File: src/rtl/serial_ripple_subtractor_pkg.sv
// Shared definitions for the bit-serial ripple subtractor.
// Holds the controller state encoding used by the top-level FSM.
// The value 2'd3 is unused and recovers to S_IDLE.
package serial_ripple_subtractor_pkg;

  // Controller states; 2'd3 is deliberately left unassigned.
  typedef enum logic [1:0] {
    S_IDLE = 2'd0,
    S_RUN  = 2'd1,
    S_DONE = 2'd2
  } state_t;

  // Bit-count width for a given operand width. The extra bit keeps the
  // terminal count representable without ambiguity.
  function automatic int count_width(input int width);
    return $clog2(width) + 1;
  endfunction

endpackage

File: src/rtl/serial_ripple_subtractor_fs.sv
// One-bit full subtractor cell: d = a - b - bin, with borrow out.
// Purely combinational, zero latency.
// No flow control; the enclosing FSM decides when the outputs are used.
module full_subtractor (
  input  logic a,
  input  logic b,
  input  logic bin,
  output logic d,
  output logic bout
);

  // Difference is the parity of the three inputs.
  assign d    = a ^ b ^ bin;

  // Borrow when b exceeds a outright, or when they match and a borrow is pending.
  assign bout = (~a & b) | (~(a ^ b) & bin);

endmodule

File: src/rtl/serial_ripple_subtractor.sv
// Bit-serial subtractor: D = A - B (mod 2^WIDTH), one bit per clock, LSB first.
// Latency: start accepted at edge k -> D/BOUT loaded and done=1 after edge k+WIDTH.
// start is only honoured in IDLE; requests while busy are dropped, not queued.
module serial_ripple_subtractor
  import serial_ripple_subtractor_pkg::*;
#(
  parameter int WIDTH = 4
) (
  input  logic             clk,
  input  logic             rst,
  input  logic             start,
  input  logic [WIDTH-1:0] A,
  input  logic [WIDTH-1:0] B,
  output logic             busy,
  output logic             done,
  output logic [WIDTH-1:0] D,
  output logic             BOUT
);

  localparam int             CW       = count_width(WIDTH);
  localparam logic [CW-1:0]  LAST_BIT = CW'(WIDTH - 1);

  state_t           state;
  logic [WIDTH-1:0] a_sh;
  logic [WIDTH-1:0] b_sh;
  logic [WIDTH-1:0] res_sh;
  logic             borrow;
  logic [CW-1:0]    cnt;

  logic             d_bit;
  logic             bout_bit;

  // The single arithmetic cell always looks at the current LSBs and the
  // borrow carried from the previous bit.
  full_subtractor u_fs (
    .a    (a_sh[0]),
    .b    (b_sh[0]),
    .bin  (borrow),
    .d    (d_bit),
    .bout (bout_bit)
  );

  // Controller, operand/result shifters and registered status outputs.
  // D and BOUT are only written on the final bit so no partial results leak.
  always_ff @(posedge clk or posedge rst) begin
    if (rst) begin
      state  <= S_IDLE;
      a_sh   <= '0;
      b_sh   <= '0;
      res_sh <= '0;
      borrow <= 1'b0;
      cnt    <= '0;
      busy   <= 1'b0;
      done   <= 1'b0;
      D      <= '0;
      BOUT   <= 1'b0;
    end else begin
      case (state)
        S_IDLE: begin
          busy <= 1'b0;
          done <= 1'b0;
          if (start) begin
            a_sh   <= A;
            b_sh   <= B;
            res_sh <= '0;
            borrow <= 1'b0;
            cnt    <= '0;
            busy   <= 1'b1;
            state  <= S_RUN;
          end
        end

        S_RUN: begin
          a_sh   <= {1'b0, a_sh[WIDTH-1:1]};
          b_sh   <= {1'b0, b_sh[WIDTH-1:1]};
          res_sh <= {d_bit, res_sh[WIDTH-1:1]};
          borrow <= bout_bit;
          cnt    <= cnt + 1'b1;
          if (cnt == LAST_BIT) begin
            D     <= {d_bit, res_sh[WIDTH-1:1]};
            BOUT  <= bout_bit;
            done  <= 1'b1;
            state <= S_DONE;
          end
        end

        S_DONE: begin
          busy  <= 1'b0;
          done  <= 1'b0;
          state <= S_IDLE;
        end

        default: begin
          busy  <= 1'b0;
          done  <= 1'b0;
          state <= S_IDLE;
        end
      endcase
    end
  end

endmodule

File: config.mk
export PLATFORM = sky130hd
export DESIGN_NAME = serial_ripple_subtractor
export DESIGN_NICKNAME = d
export VERILOG_FILES = /design/src/rtl/serial_ripple_subtractor_pkg.sv /design/src/rtl/serial_ripple_subtractor_fs.sv /design/src/rtl/serial_ripple_subtractor.sv
export SDC_FILE = /design/constraint.sdc
export NUM_CORES = 1
export LEC_CHECK = 0
export ABC_CLOCK_PERIOD_IN_PS = 2890
export CAP_MARGIN = 15
export CORE_AREA = 2 2 49 51
export DETAILED_ROUTE_END_ITERATION = 8
export DIE_AREA = 0 0 51 53
export GPL_ROUTABILITY_DRIVEN = 0
export PLACE_DENSITY = 0.77
export SYNTH_ARGS = -nofsm -noshare
export SYNTH_HDL_FRONTEND = slang
export SYNTH_SLANG_ARGS = --single-unit
File: constraint.sdc
create_clock -name clk -period 2.89 [get_ports clk]
set_clock_uncertainty 0.05 [all_clocks]
set_input_delay 0.7225 -clock clk [delete_from_list [all_inputs] [get_ports clk]]
set_output_delay 0.7225 -clock clk [all_outputs]
set_load 0.005 [all_outputs]
== Word level (Yosys, flattened, before mapping) ==
Index checks and enable logic that the tools add are counted.
Cells by class
  add/sub/neg operators: 1
  multipliers: 0
  div/mod/pow operators: 0
  magnitude comparators: 0
  equal/unequal tests: 4
  shift operators: 0
  mux-type cells: 17
  bitwise operators: 7
  reductions and logical operators: 5
Operator list (count)
  one-hot mux 4 bit (2 select lines): 3
  2-to-1 mux 4 bit: 3
  one-hot mux 3 bit (2 select lines): 1
  AND reduction 2 bit: 3
  2-to-1 mux 1 bit: 4
  2-to-1 mux 2 bit: 2
  != test 2 bit (second input constant): 2
  one-hot mux 1 bit (2 select lines): 2
  one-hot mux 2 bit (2 select lines): 1
  adder 3 x 1 -> 3 bit (second input constant): 1
  == test 3 x 2 -> 1 bit (second input constant): 1
  2-to-1 mux 3 bit: 1
  AND 1 bit: 2
  == test 2 x 1 -> 1 bit (second input constant): 1
  logical NOT 2 bit: 1
  NOT 1 bit: 2
  nonzero test 2 bit: 1
  XOR 1 bit: 2
  bitwise OR 1 bit: 1
Word-level totals
  bits in registers: 25
  latch bits: 0
  memory bits (writable): 0
  ROM bits: 0
  input port bits: 11
  logic and storage cells: 44
  memories: 0

== Depth between registers and ports, before layout ==
  depth after elaboration: 5
  mapped depth: 4

== Hierarchy ==
Synthesis repeated with hierarchy kept, for this count alone.
Unflattened totals
  cell total of the unflattened synthesis: 78
  area total of the unflattened synthesis: 1066.0 um^2
By module, submodules not included
  serial_ripple_subtractor: times used 1, cells an instance 74, area each 1034.7 um^2
  full_subtractor: times used 1, cells an instance 4, area each 31.3 um^2

== Worst setup path before layout ==
No wires, ideal clock.
  path kind: reg-to-reg
  from: register cnt[0]
  to: register D[0]
  data arrival time: 1221 ps
  setup slack: 1492 ps
  cell stages (with the launch flop): 5
  buffers on the path: 0
  clock period less this slack: 1398 ps
  cells stage by stage: dfrtp_1 -> ha_1 -> ha_1 -> nand3b_4 -> mux2_1
On the way
  cells in the longest elaborated chain, start to end: 2
RTL lines
  start, declared: line serial_ripple_subtractor.sv:28  | logic [CW-1:0] cnt;
  start signal, assigned: line serial_ripple_subtractor.sv:78  | cnt <= cnt + 1'b1;
  == test 3 x 2 -> 1 bit: line serial_ripple_subtractor.sv:79  | if (cnt == LAST_BIT) begin
  AND reduction 2 bit (no source line)
  end signal, assigned: line serial_ripple_subtractor.sv:80  | D <= {d_bit, res_sh[WIDTH-1:1]};
  end, declared: line serial_ripple_subtractor.sv:16  | output logic [WIDTH-1:0] D,
No other way between the ends.
A chain may end at the register's enable or synchronous reset.

== Final worst setup path ==
  from: register busy
  to: output port busy
RTL lines
  start, declared: line serial_ripple_subtractor.sv:14  | output logic busy,
  start signal, assigned: line serial_ripple_subtractor.sv:53  | busy <= 1'b0;
  start signal, assigned: line serial_ripple_subtractor.sv:60  | busy <= 1'b0;
  start signal, assigned: line serial_ripple_subtractor.sv:68  | busy <= 1'b1;
No word-level cell between the ends.

==> results.json <==
{
  "grtUsageTotal": 0.1698,
  "clk_latency_ns": 0.31,
  "drt_wl_total_mm": 1.859,
  "drt-wirelength-per-cell_um": 13.87,
  "ys_seq_elements": 24,
  "drive_gt1_frac": 0.1132,
  "seq_area_frac_synth": 0.5292,
  "dpl.hpwl_mm": 1.297,
  "die_height_um": 53,
  "path_cells": "clkdlybuf4s50_1",
  "nFillCells": 183,
  "maxCapViolCount": 0,
  "hold_path_startpoint": "D[3]",
  "synth_compound_area_frac": 0.1400,
  "hold_class": "flop to flop",
  "yosys_warnings": 0,
  "post_cts_buffers": 0,
  "fp-row-count": 17,
  "reg2reg_to": "b_sh[1]",
  "clk_pin_slew_ns": 0.13,
  "netlist_area_um2": 1135,
  "setup_viol": 0,
  "crit_buf_inv": 1,
  "hold_depth": 1,
  "drv_slew": 0,
  "synth_xor_area_frac": 0,
  "start_kind": "flop",
  "h-tree-depth": 1,
  "p_leak_nw": 0.6081,
  "syn_to_final_growth_pct": 18.85,
  "postSynthCellCount": 90,
  "power_mw": 1.428,
  "r2r-start": "state[0]",
  "clock-sinks": 24,
  "dr.pass1.iters": 4,
  "portBuffers": 17,
  "post-route-util": 0.6278,
  "max_stage_delay_ns": 0.50,
  "finalSetupTns_ns": 0,
  "cts-hold-fix-buffers": 0,
  "synthArstFlopShare": 1.000,
  "max_freq_ghz": 0.5097,
  "drt-initial-drc-count": 3,
  "yosysMostFrequentCell": "dfrtp_1",
  "cts-root-buf": "clkbuf_4",
  "drc": 0,
  "rsz0062_at_grt": "false",
  "hold_violations": 0,
  "dieArea_um2": 2703,
  "slew_headroom": 0.5345,
  "antenna_found_initial": 0,
  "seq_area_um2": 600.6,
  "status": "completed",
  "dieWidth_um": 51,
  "min_to": "D[3]",
  "synthFlopType": "dfrtp_1",
  "grt_pass1_wl_mm": 3.387,
  "vias_per_cell": 5.418,
  "drtAntennaViolNets": 0,
  "clockBufferDepth": 2,
  "synth-adder-area-share": 0.03969,
  "cp_top_family": "buffers and inverters",
  "power-per-cell-area_nw_per_um2": 1059,
  "synth-edff-count": 0,
  "synth-simple-area-share": 0.1323,
  "worst_ep_required_time_ns": 2.12,
  "grt.overflow.total": 0,
  "numCtsBuffers": 3,
  "grt_pass1_vias": 749,
  "ys_types": 27,
  "tightest_slew_ns": 0.6983,
  "worstSetupPathType": "flop to primary output",
  "cp-end-kind": "primary output",
  "cts_resized": 0,
  "synthMuxAreaShare": 0.07056,
  "cts_tree": "yes",
  "fin_crit_sh": 0.6788,
  "reg2reg_slack_ns": 1.32,
  "yosysTopAreaCell": "dfrtp_1",
  "synth_area_leaders": "dfrtp_1, inv_1, mux2_1",
  "min_period_ns": 1.962,
  "synth_top_family_by_area": "compound AO/OA/AOI/OAI gates",
  "ys_top_cells_by_count": "dfrtp_1, inv_1, nor2_1",
  "cp.arrival_ns": 1.19,
  "initial_core_util": 0.5282,
  "cp_slowest_cell": "clkdlybuf4s50_1",
  "multiInputGateArea_um2": 434.2,
  "syn_nets": 104,
  "diodes": 0,
  "path_max_fanout": 2,
  "yosys.area.top_type_share": 0.5292,
  "finalNetCount": 121,
  "io_pins": 18,
  "grt_max_degree": 25,
  "synth.avg_cell_area_um2": 12.61,
  "coreArea_um2": 2148,
  "vias": 726,
  "vdd_drop_max_uv": 629.2,
  "reg2regPathDepth": 2
}
## metrics by stage
step                      hold slack, ns  setup slack, ns  instance area [um2]  std cells
after detailed placement          0.4280           0.7640                 1296        130
after floorplan                   0.4061            1.492                 1135         90
after global routing              0.4684           0.8605                 1349        134
after CTS                         0.4613           0.9186                 1349        134
after global placement            0.4224           0.8283                 1296        130
final                             0.4543           0.9282                 1349        134
## kinds of logic after synthesis
logic type               count (synthesis)
multiplexers                             7
flip-flops                              24
buffers and inverters                   19
AO/OA/AOI/OAI                           16
adder cells (fa/ha/maj)                  3
AND/OR/NAND/NOR                         21
## power by group
group          internal (mW)  leakage [nW]  switching (mW)
registers              0.489         0.298           0.133
logic                  0.332         0.282           0.235
clock network          0.140        0.0279          0.0992
total                  0.961         0.608           0.467
## worst max path at each step
stage,start,to,slack [ns],depth (start not counted)
2_1_floorplan,cnt[0],D[0],1.49,4
3_3_place_gp,start,a_sh[0],0.83,3
3_5_place_dp,start,b_sh[1],0.76,3
4_1_cts,D[2],D[2],0.92,1
5_1_grt,D[1],D[1],0.86,1
6_report,busy,busy,0.93,1
## state kept, by name, summed over array words and instances, names as in the netlist
register and flops:
state 2, b_sh 4, res_sh 3, busy 1, D 4, a_sh 4, done 1, cnt 3
borrow 1, BOUT 1
## cell usage in the layout (no fill, tap or decap), types with 2 or more instances in the layout
cell             netlist  layout
clkdlybuf4s50_1        0      17
a22o_1                 4       4
nand3b_1               2       2
o2bb2ai_1              2       2
ha_1                   2       2
a221oi_1               4       4
nor2_1                 7       7
nand2_1                2       2
o221ai_1               2       2
dfrtp_1               24      24
inv_1                 13      13
nor4b_1                5       5
mux2_1                 4       4
clkbuf_4               0       3
mux2i_1                2       2
a221oi_2               2       2
## metal layers
metal / GRT usage / wire [um] / part of all wire
met1: 0.2183 / 851 / 0.46
met2: 0.2857 / 911 / 0.49
met3: 0.02825 / 68 / 0.037
met4: 0.06757 / 27 / 0.015
met5: 0 / 0 / 0
## area by class of cell
type	count	area share
tap	28	0.02597
clock buffer	3	0.01670
clock inverter	1	0.02226
sequential	24	0.4453
inverter	13	0.03618
timing repair buffer	18	0.1317
multi-input combinational	47	0.3219
Power figures use the tool's default switching activity.
